File: config.mk
export PLATFORM = sky130hd
export DESIGN_NAME = fetch_unit
export DESIGN_NICKNAME = d
export VERILOG_FILES = /design/src/rtl/mips_pkg.sv /design/src/rtl/pcnext_logic.sv /design/src/rtl/fetch_unit.sv
export SDC_FILE = /design/constraint.sdc
export NUM_CORES = 1
export LEC_CHECK = 0
export BUFFER_PORTS_ARGS = -buffer_cell sky130_fd_sc_hd__buf_2
export CORE_ASPECT_RATIO = 2
export CORE_MARGIN = 2
export CORE_UTILIZATION = 30
export CTS_BUF_LIST = sky130_fd_sc_hd__clkbuf_16
export CTS_CLUSTER_DIAMETER = 60
export DETAILED_ROUTE_END_ITERATION = 7
export REMOVE_ABC_BUFFERS = 1
export SLEW_MARGIN = 20
export SYNTH_ARGS = -nofsm -noshare
export SYNTH_HDL_FRONTEND = slang
export SYNTH_SLANG_ARGS = --single-unit
File: constraint.sdc
create_clock -name clk -period 4.1 [get_ports clk]
set_input_delay 0.205 -clock clk [delete_from_list [all_inputs] [get_ports clk]]
set_output_delay 0.205 -clock clk [all_outputs]
set_load 0.02 [all_outputs]
File: src/rtl/mips_pkg.sv
// Shared types and default constants for the MIPS-style instruction fetch path.
package mips_pkg;

    typedef enum logic [1:0] {
        START = 2'd0,
        REQ   = 2'd1,
        VALID = 2'd2,
        ERR   = 2'd3
    } fetch_state_t;

    localparam logic [31:0] RESET_PC_DEFAULT = 32'h0000_0000;
    localparam int          MAX_WAIT_DEFAULT = 16;

endpackage

File: src/rtl/pcnext_logic.sv
// Combinational next-PC selection: jump over taken branch over sequential.
// All arithmetic wraps modulo 2^32.
module pcnext_logic (
    input  logic [31:0] pc,
    input  logic [25:0] instr,
    input  logic        pcsrc,
    input  logic        jump,
    output logic [31:0] pcplus4,
    output logic [31:0] pcnext
);

    logic [31:0] branch_off;
    logic [31:0] jump_target;

    assign pcplus4     = pc + 32'd4;
    assign branch_off  = {{14{instr[15]}}, instr[15:0], 2'b00};
    assign jump_target = {pcplus4[31:28], instr, 2'b00};

    assign pcnext = jump  ? jump_target :
                    pcsrc ? pcplus4 + branch_off :
                            pcplus4;

endmodule

File: src/rtl/fetch_unit.sv
// Instruction fetch unit: requests the word at pc, holds it for the core until
// retire, then advances pc. A request unanswered for MAX_WAIT cycles locks in ERR.
module fetch_unit
    import mips_pkg::*;
#(
    parameter logic [31:0] RESET_PC = RESET_PC_DEFAULT,
    parameter int          MAX_WAIT = MAX_WAIT_DEFAULT
) (
    input  logic        clk,
    input  logic        reset,
    output logic        imem_req,
    output logic [31:0] imem_addr,
    input  logic        imem_ack,
    input  logic [31:0] imem_rdata,
    output logic [31:0] instr,
    output logic        instr_valid,
    input  logic        retire,
    input  logic        pcsrc,
    input  logic        jump,
    output logic [31:0] pc,
    output logic [31:0] pcplus4,
    output logic        fetch_err
);

    localparam logic [7:0] WAIT_LAST = 8'(MAX_WAIT - 1);

    fetch_state_t state_q;
    logic [31:0]  pc_q;
    logic [31:0]  pc_d;
    logic [31:0]  instr_q;
    logic [7:0]   wait_q;
    logic         imem_req_q;
    logic         instr_valid_q;
    logic         fetch_err_q;

    pcnext_logic u_pcnext (
        .pc      (pc_q),
        .instr   (instr_q[25:0]),
        .pcsrc   (pcsrc),
        .jump    (jump),
        .pcplus4 (pcplus4),
        .pcnext  (pc_d)
    );

    // NOTE: all state below uses non-blocking assignments so every register
    // samples pre-edge values, independent of statement order.
    always_ff @(posedge clk or posedge reset) begin
        if (reset) begin
            state_q       <= START;
            pc_q          <= RESET_PC;
            instr_q       <= '0;
            wait_q        <= '0;
            imem_req_q    <= 1'b0;
            instr_valid_q <= 1'b0;
            fetch_err_q   <= 1'b0;
        end else begin
            case (state_q)
                START: begin
                    state_q    <= REQ;
                    imem_req_q <= 1'b1;
                    wait_q     <= '0;
                end
                REQ: begin
                    if (imem_ack) begin
                        instr_q       <= imem_rdata;
                        state_q       <= VALID;
                        imem_req_q    <= 1'b0;
                        instr_valid_q <= 1'b1;
                    end else if (wait_q == WAIT_LAST) begin
                        state_q     <= ERR;
                        imem_req_q  <= 1'b0;
                        fetch_err_q <= 1'b1;
                    end else begin
                        wait_q <= wait_q + 8'd1;
                    end
                end
                VALID: begin
                    if (retire) begin
                        pc_q          <= pc_d;
                        state_q       <= REQ;
                        instr_valid_q <= 1'b0;
                        imem_req_q    <= 1'b1;
                        wait_q        <= '0;
                    end
                end
                default: begin
                    state_q <= ERR;
                end
            endcase
        end
    end

    assign imem_req    = imem_req_q;
    assign imem_addr   = pc_q;
    assign instr       = instr_q;
    assign instr_valid = instr_valid_q;
    assign pc          = pc_q;
    assign fetch_err   = fetch_err_q;

endmodule
==> metrics <==
initial DRC count 184; TritonCTS clock tree yes; worst hold start imem_rdata[6]; vias in the first global route 5556; Max Slew Vio Count 0; setup_tns 0 ps; worst skew pair latency 360 ps; Top FF cell, synth dfrtp_1; Critical Path Max Stage Delay 460 ps; First-pass DRT Iterations 4; clock power share 49.4%; first-pass GRT wire length 29340 µm; Starting Density 30.29%; Wirelength per Cell 17.47 µm; worst-case reg-to-reg path depth 14; Layout Area Growth over Synthesis 22.73%; Critical Path Most Common Cell or4_1; CTS max path bufs 2; WL final 18720 µm; CP Capture Type flop; #FFs+latches synth 75; Mapped Area 5813 µm²; Gate power share 4.6%; max-cap violations 0; final antenna-violating net count 0; internal power 1.183 mW; fraction of layout cells with a size suffix above 1 31.37%; clock slew at reported path FFs 70 ps; Post-Syn Area per Cell 8.728 µm²; Root Driver clkbuf_16; endpoints failing setup 0; Mapped Cells 666; Async SR Flop Fraction 100.0%; commonest cells in the netlist dfrtp_1, nand2_1, a21oi_1, o21ai_0, nor2_1; Crit Path Category flop to flop; top-area cell type share of the netlist area 32.29%; CP Data Arrival Time 4080 ps; port bufs 162; total CTS buffers 9; DR vias 5393; worst slack at placement 61.88 ps; crit path buf inv count 0; Least-Margin Pin Slew 953.3 ps; Die W 102.4 µm; Hold Crit Class input port to flop; leading area contributor after synthesis dfrtp_1; kind of cell adding the most delay to the critical path simple AND/OR/NAND/NOR gates; Die Height 200.9 µm; Placer Congestion 0.9334; register area share after synthesis 32.29%; Total GRT Usage 18.65%; status completed; Reg power frac 46.0%; Row Count 72; top cells by area, synth dfrtp_1, ha_1, mux2_2, buf_4, nand2_1; Pwr per Cell Area 225.3 nW/µm²; IO Count 169; Ant. Diodes 0; crit start category flop; total congestion overflow 0; Net Sw Power 0.4245 mW; peak fanout along the critical path 6; Sw Share 26.41%; Yosys cell types 61; final worst slack 297.7 ps; R2R setup slack 300 ps; CTS Sinks 75; worst-case clock skew 6.292 ps; Reg2Reg Launch Point imem_addr[12]; final hold slack 70.68 ps; hold worst-path end instr[6]; P_leak 3.898 nW; vias per inst 5.031; Crit path required time 4380 ps; largest net degree at the start of global routing 50; core area 19190 µm²; number of remaining DRC errors 0; period utilization 92.74%; count leader, synth dfrtp_1; Hold Fails Final Rpt 0; r2r endpoint imem_addr[31]; CP max stage cell or4_1; DP HPWL 14660 µm; Total Die Area 20570 µm²; CTS HTree Levels 3; synth warn 0; CP Cell Sequence and4_1, nand4_1, nor3_2, nand2_1, xnor2_2, ha_1, a21oi_1, o21ai_0, or4_1, o21ai_2, o21a_1, nor2_1, or4_1, o211ai_1; Max Clk Rate 263.0 MHz; Worst Hold Depth 2; initial antenna violation count 0; number of synthesized flops with an enable pin 0; fin nets 884; post-layout min period 3802 ps; Slew headroom 36.22%; Max VDD drop 0.1783 mV
layout make-up:
type | count | area, µm²
fill | 2026 | 12050
multi-input combinational | 523 | 3610
sequential | 75 | 1877
timing repair buffer | 185 | 985.9
tap | 259 | 324.1
clock buffer | 9 | 225.2
clock inverter | 7 | 58.81
inverter | 14 | 53.80
logic make-up after synthesis:
| family | synth area share [%] |
|---|---|
| AOI/OAI and AO/OA | 18.14 |
| muxes | 7.598 |
| other | 0.06451 |
| xor gates and xnor gates | 8.437 |
| and+or+nand+nor | 18.12 |
| DFF | 32.29 |
| buffers and inverters | 7.038 |
| adders and majority gates | 8.308 |
worst max-delay path by stage:
| stage | startpoint | to | slack, ps | cells after the start |
|---|---|---|---|---|
| 6_report | imem_addr[12] | imem_addr[31] | 300 | 14 |
| 5_1_grt | imem_addr[12] | imem_addr[31] | -2 | 14 |
| 4_1_cts | imem_addr[6] | imem_addr[31] | 40 | 15 |
| 3_5_place_dp | imem_addr[6] | imem_addr[31] | 60 | 14 |
| 3_3_place_gp | imem_addr[6] | imem_addr[31] | 140 | 14 |
| 2_1_floorplan | imem_addr[3] | imem_addr[31] | -80 | 14 |
through the flow:
step	std cells	total power, mW	area, µm²	utilization, %
global route	1072	1.655	7134	37.18
finish	1072	1.607	7134	37.18
floorplan	612	0.7862	5475	-
detailed placement	1053	0.8292	6764	35.25
CTS	1070	1.623	7058	36.78
global placement	1053	0.8281	6764	35.25
power groups by stage:
stage	Sequential [mW]	Clock [mW]	Combinational, mW
after global routing	0.739	0.832	0.0836
after global placement	0.754	0	0.0744
after CTS	0.740	0.807	0.0762
after detailed placement	0.754	0	0.0755
after floorplan	0.754	0	0.0324
final	0.740	0.793	0.0743
flip-flops by register name, indices dropped and copies added (netlist names):
name and cells:
wait_q 8, fetch_err 1, imem_req 1, state_q 2, imem_addr 30, instr 32
instr_valid 1
cell usage in the layout (no fill, tap or decap), drive strengths merged, types with 4 or more instances in the layout:
master and n:
buf 184, a21o 17, mux2i 7, o211ai 10, nor3 12, clkbuf 9
xnor2 26, nand4 13, ha 37, nand3 25, nand2 73, and2 4
mux2 33, dfrtp 75, nor4 4, nand2b 6, inv 16, a211oi 8
o21ai 49, and3 11, a21oi 49, a211o 4, conb 6, nor2 47
o22ai 6, xor2 30, o21a 5
routing by layer:
layer / up-vias / global-route usage [%] / share of wire (%)
met5: - / 0 / 0
li1: 2630 / - / -
met4: 0 / 10.24 / 4.6
met1: 2600 / 18.15 / 34
met2: 118 / 35.50 / 58
met3: 45 / 2.994 / 2.8
worst reg2reg max path, cell delays in order, from the launching register on:
cell,delay [ps]
dfrtp_1,420
and4_1,270
nand4_1,230
nor3_2,300
nand2_1,130
xnor2_2,170
ha_1,370
a21oi_1,200
o21ai_0,160
or4_1,450
o21ai_2,200
o21a_1,190
nor2_1,80
or4_1,460
o211ai_1,100
repair_timing:
action                     4_1_cts  5_1_grt
hold buffers                     1        0
resized for setup                0       10
buffers inserted                 0        2
setup endpoints to repair        0        7
hold endpoints to repair        33        0
Note: power is estimated with default switching activity, not from simulation.
